$ cat src/rtl/mem_port_arbiter.sv
// mem_port_arbiter: shares one fixed-latency memory port between instruction fetch and load/store
module mem_port_arbiter #(
  parameter int MEM_LATENCY = 2,
  parameter int ADDR_W = 32,
  parameter int DATA_W = 32
) (
  input  logic              clk,
  input  logic              rst,
  input  logic              if_req_i,
  input  logic [ADDR_W-1:0] if_addr_i,
  output logic [DATA_W-1:0] if_rdata_o,
  output logic              if_ready_o,
  input  logic              mm_req_i,
  input  logic              mm_we_i,
  input  logic [ADDR_W-1:0] mm_addr_i,
  input  logic [DATA_W-1:0] mm_wdata_i,
  output logic [DATA_W-1:0] mm_rdata_o,
  output logic              mm_ready_o,
  output logic              mem_en_o,
  output logic              mem_we_o,
  output logic [ADDR_W-1:0] mem_addr_o,
  output logic [DATA_W-1:0] mem_wdata_o,
  input  logic [DATA_W-1:0] mem_rdata_i,
  output logic              busy_o
);
  localparam logic [1:0] IDLE = 2'd0, ISSUE = 2'd1, WAIT = 2'd2, DONE = 2'd3;
  logic [1:0] state_q, state_d;
  logic [3:0] cnt_q, cnt_d;
  logic owner_q, we_q, grant_mm, grant_if, last;
  // MM wins in IDLE; DONE can only hand the port to the other requester
  always_comb begin
    grant_mm = mm_req_i && (state_q == IDLE || (state_q == DONE && !owner_q));
    grant_if = if_req_i && ((state_q == IDLE && !mm_req_i) || (state_q == DONE && owner_q));
    last = state_q == WAIT && cnt_q <= 4'd1;
    cnt_d = state_q == ISSUE ? 4'(MEM_LATENCY) : (state_q == WAIT && cnt_q != 4'd0) ? cnt_q - 4'd1 : cnt_q;
    state_d = (grant_mm || grant_if) ? ISSUE : state_q == ISSUE ? WAIT : last ? DONE : state_q == DONE ? IDLE : state_q;
  end
  // state, latched access fields and registered outputs
  always_ff @(posedge clk) begin
    if (rst) begin
      state_q <= IDLE;
      cnt_q <= '0;
      owner_q <= 1'b0;
      we_q <= 1'b0;
      busy_o <= 1'b0;
      mem_en_o <= 1'b0;
      mem_we_o <= 1'b0;
      mem_addr_o <= '0;
      mem_wdata_o <= '0;
      if_ready_o <= 1'b0;
      mm_ready_o <= 1'b0;
      if_rdata_o <= '0;
      mm_rdata_o <= '0;
    end else begin
      state_q <= state_d;
      cnt_q <= cnt_d;
      busy_o <= state_d != IDLE;
      mem_en_o <= grant_mm || grant_if;
      mem_we_o <= grant_mm && mm_we_i;
      if_ready_o <= state_q == DONE && !owner_q;
      mm_ready_o <= state_q == DONE && owner_q;
      if (grant_mm || grant_if) begin
        owner_q <= grant_mm;
        we_q <= grant_mm && mm_we_i;
        mem_addr_o <= grant_mm ? mm_addr_i : if_addr_i;
        mem_wdata_o <= grant_mm ? mm_wdata_i : '0;
      end
      if (last && !owner_q) if_rdata_o <= mem_rdata_i;
      if (last && owner_q && !we_q) mm_rdata_o <= mem_rdata_i;
    end
  end
endmodule
$ cat config.mk
export PLATFORM = sky130hd
export DESIGN_NAME = mem_port_arbiter
export DESIGN_NICKNAME = d
export VERILOG_FILES = /design/src/rtl/mem_port_arbiter.sv
export SDC_FILE = /design/constraint.sdc
export NUM_CORES = 1
export LEC_CHECK = 0
export ABC_AREA = 1
export BUFFER_PORTS_ARGS = -buffer_cell sky130_fd_sc_hd__buf_2
export CAP_MARGIN = 20
export CORE_MARGIN = 5
export CORE_UTILIZATION = 42
export CTS_CLUSTER_DIAMETER = 50
export DETAILED_ROUTE_END_ITERATION = 8
export PLACE_DENSITY = 0.72
export REMOVE_ABC_BUFFERS = 1
export SLEW_MARGIN = 40
export SYNTH_ARGS = -nofsm -noshare
export SYNTH_HDL_FRONTEND = slang
export SYNTH_SLANG_ARGS = --single-unit
$ cat constraint.sdc
create_clock -name clk -period 1.3 [get_ports clk]
set_input_delay 0.065 -clock clk [delete_from_list [all_inputs] [get_ports clk]]
set_output_delay 0.065 -clock clk [all_outputs]
set_load 0.1 [all_outputs]
======== Word level (Yosys, flattened, before mapping) ========
Cells that the tools add are included.
word-level totals
  register bits after elaboration ......... 141
  logic and storage cells ................. 49
operators by class
  add/sub/neg operators ................... 1
  magnitude comparators ................... 1
  equality and inequality tests ........... 3
  mux-type cells .......................... 8
  reduce and logical (&&, ||, !) cells .... 22
operators by type and width
  kind                                                 count
  2-to-1 mux 32 bit                                    2
  2-to-1 mux 2 bit                                     6
  logical AND 1 bit                                    11
  equality test 2 bit, second input constant           2
  <= comparator 4 x 1 -> 1 bit, second input constant  1
  nonzero test 2 bit                                   2
  nonzero test 4 bit                                   1
  subtractor 4 x 1 -> 4 bit, second input constant     1
  logical NOT 1 bit                                    3
  logical OR 1 bit                                     3
  equality test 2 x 1 -> 1 bit, second input constant  1
  logical NOT 2 bit                                    1
  OR reduction 2 bit                                   1

======== Logic depth before layout (Yosys ltp) ========
  word-level depth ........................ 7
  depth in mapped cells ................... 10
  gate-level depth less buffers ........... 9

======== Worst setup path after synthesis ========
No wires, ideal clock.
  kind .................................... reg2reg
  start point ............................. reg cnt_q[0]
  end point ............................... reg if_rdata_o[10]
  library setup time ...................... 0.065 ns
  arrival time ............................ 1.405 ns
  data required time ...................... 1.235 ns
  setup slack ............................. -0.170 ns
  cell stages (with the launch flop) ...... 10
  buffers on the path ..................... 1
  period minus slack after synthesis ...... 1.470 ns
  path through ............................ dfxtp_1 -> inv_1 -> ha_1 -> nor2_1 -> nor2_1 -> nand3_1 -> inv_1 -> buf_2 -> nor2_1 -> nor2_1
between the ends
  word-level cells in the longest chain between the ends .. 3
ends and longest elaborated chain
  what                          RTL line  RTL
  start: declaration            28        logic [3:0] cnt_q, cnt_d;
  start signal: assignment      56        cnt_q <= cnt_d;
  <= comparator 4 x 1 -> 1 bit  34        last = state_q == WAIT && cnt_q <= 4'd1;
  logical AND 1 bit             34
  logical AND 1 bit             68        if (last && !owner_q) if_rdata_o <= mem_rdata_i;
  end signal: assignment        68
  end: declaration              11        output logic [DATA_W-1:0] if_rdata_o,
No other way between the ends.
A chain may end at the register's enable or synchronous reset.

======== Worst setup path after layout ========
  start point ............................. reg state_q[0]
  end point ............................... reg mem_addr_o[15]
between the ends
  word-level cells in the longest chain between the ends .. 5
  elaborated cells between the ends (all ways) .. 11
  classes of those cells .................. eq/ne (1); mux (1); reduce/logical (9)
ends and longest elaborated chain
  what                                                             RTL line  RTL
  start: declaration                                               27        logic [1:0] state_q, state_d;
  start signal: assignment                                         55        state_q <= state_d;
  equality test 2 bit / logical NOT 2 bit (equally long branches)  32, 33
  logical AND 1 bit (on tied branches)                             32, 33
  logical OR 1 bit (on tied branches)                              32, 33
  logical AND 1 bit (on tied branches)                             32, 33
  2-to-1 mux 32 bit / logical OR 1 bit (equally long branches)     65, 62
  end signal: assignment                                           65        mem_addr_o <= grant_mm ? mm_addr_i : if_addr_i;
  end: declaration                                                 21        output logic [ADDR_W-1:0] mem_addr_o,
Parallel ways exist; a longest one is shown, timed or not.

==> metrics.txt <==
row cnt 42; Tcrit/Tclk final 1.25; CTS clk-pin slew, worst paths 0.07 ns; post-synth cell types 18; Leak Pwr 5.16 nW; max-cap viol count 0; outcome complete, but fails checks; CTS Buf Count 17; vias in the first global route 6651; clk_lat worst skew roughly 0.43 ns; total power around 0.015 W; wire per inst around 21 um; Initial Util 0.427; num ports 266; Adder-Cell Fraction of Synth Area 0.0155; commonest non-fill, non-tap cells in the layout 216 x buf_2, 137 x dfxtp_1, 86 x dlygate4sd3_1; WP data arrival 1.96 ns; setup total negative slack -24.92 ns; Inst Count DP roughly 1200; routed vias/inst ~5.5; setup ws final -0.322 ns; Worst Hold Class in2reg; Min Hold Slack -0.000592 ns; CTS H-Tree Depth 4; Post-Syn Area approximately 5600 um^2; Cells after Synth around 770; die area 15800 um^2; synthesis-to-layout area growth 91.2%; CTS tree yes; pwr dens 1410 nW/um^2; Max Fclk approximately 600 MHz; main combinational cell family by area after synthesis simple AND/OR/NAND/NOR gates; DRT Wirelength roughly 28000 um; slew margin rel. 0.542; first-pass GRT wire length 32800 um; gpl congestion 0.838; clk_skew around 0.0094 ns; layout cells sized above 1 0.535; Worst Max-Slew Pin Slew between 0.6 and 0.7 ns; peak supply drop 0.00130 V; clock root buffer clkbuf_16; yosys warns 0; sequential share of the synthesized area 0.501; Port Buffers between 200 and 300; failing checks negative hold slack, negative setup slack; mux share of post-synthesis cell area 0; Initial DRC Count ~630; crit-path max FO 30; DRC 0; dpl hpwl 12700 um; Worst setup EP type register; DR pass1 iterations 5; die width about 130 um; commonest non-fill, non-tap cell in the layout buf_2; Slew Limit Fails 0; post-synthesis xor/xnor area fraction 0.00155; post-synthesis compound-gate area fraction 0.120; routed vias 7475; #FFs+latches synth around 140; Placement Setup Slack -0.330 ns; die height approximately 130 um; CTS max path bufs 2; post-synthesis simple-gate area fraction 0.263; CP Class reg2reg; unrepaired setup endpoints after global routing yes; syn_area_per_cell roughly 7.3 um^2; Critical Path RT ~1.6 ns; Period minus WS final between 1.5 and 2 ns; antenna violations before repair 0; critical path startpoint category register; largest net degree at the start of global routing 55; Antenna Nets Post-Route 0; GRT Residual Overflow 0; Core Area around 13000 um^2; Sink Count 141; Non-Filler Instances between 1000 and 1500; nets@finish approximately 1300; Final setup viols approximately 170; GRT Total Usage 0.255; Hold Vio Cnt, Final 1
final cells by class:
type	count	area [um^2]
multi-input combinational	501	3340
clock buffer	19	453
tap	176	220
timing repair buffer	429	3450
sequential	141	2840
antenna	1	2.50
inverter	80	360
fill	684	2410
clock inverter	13	115
synthesized netlist by cell type, drive strengths merged:
cell    number  share of area
inv         80          0.053
xor2         1         0.0016
o21ai       66          0.059
dfxtp      141           0.50
nand2      119          0.081
nor2       138          0.092
nand3       98          0.087
ha           7          0.016
clkbuf      26          0.017
a21oi       69          0.061
buf         26          0.029
or2          3         0.0033
worst max-delay path, stage by stage (launching register included):
cell and delay, ns:
dfxtp_4 0.37, inv_4 0.08, ha_4 0.15, nand2_2 0.06, nand2_2 0.10, nand2_4 0.09, nand2_8 0.12, buf_16 0.20
nand3_1 0.11, a21oi_1 0.25
state kept, by name, indices dropped and copies added (netlist names):
signal       cells
busy_o           1
cnt_q            4
if_rdata_o      32
if_ready_o       1
mem_addr_o      32
mem_en_o         1
mem_wdata_o     32
mem_we_o         1
mm_rdata_o      32
mm_ready_o       1
owner_q          1
state_q          2
we_q             1
worst paths after layout:
check / depth (start not counted) / end / slack [ns] / from
setup / recovery: 9 / mem_addr_o[15] / -0.32 / state_q[0]
hold / removal: 5 / mem_addr_o[25] / -0.0006 / if_addr_i[25]
setup reg to reg: 9 / mem_addr_o[15] / -0.32 / state_q[0]
hold reg to reg: 2 / mem_wdata_o[13] / 0.46 / mem_wdata_o[13]
per-layer routing:
layer	global-route usage	routed length, um	share of wire
met3	0.0940	2850	0.10
met4	0.102	1970	0.069
met1	0.290	9470	0.33
met5	0	0	0
met2	0.437	14200	0.50
logic make-up after synthesis:
| kind of cell | after synthesis |
|---|---|
| AND/OR/NAND/NOR | 358 |
| adder cells (fa/ha/maj) | 7 |
| flip-flops | 141 |
| AO/OA/AOI/OAI | 135 |
| buffers and inverters | 132 |
| XOR/XNOR | 1 |
what timing repair did:
item                                   in CTS  in global routing
setup endpoints to repair                 136                177
gates resized for setup                    77                418
pin swaps                                   9                 55
buffers inserted                           12                  2
endpoints found under the hold margin     117                  0
cloned                                     10                  9
hold buffers                               86                  0
through the flow:
step           utilization  instance area (um^2)
2_1_floorplan            -                  5380
3_3_place_gp         0.558                  7360
3_5_place_dp         0.558                  7360
4_1_cts              0.707                  9320
5_1_grt              0.817                 10800
6_report             0.817                 10800
power breakdown:
group          internal, W  switching [W]  total (W)
clock              0.00273        0.00203    0.00476
sequential         0.00464       0.000262    0.00490
combinational      0.00166        0.00390    0.00557
total              0.00903        0.00619     0.0152
No activity file was read; power rests on OpenSTA's default activity.
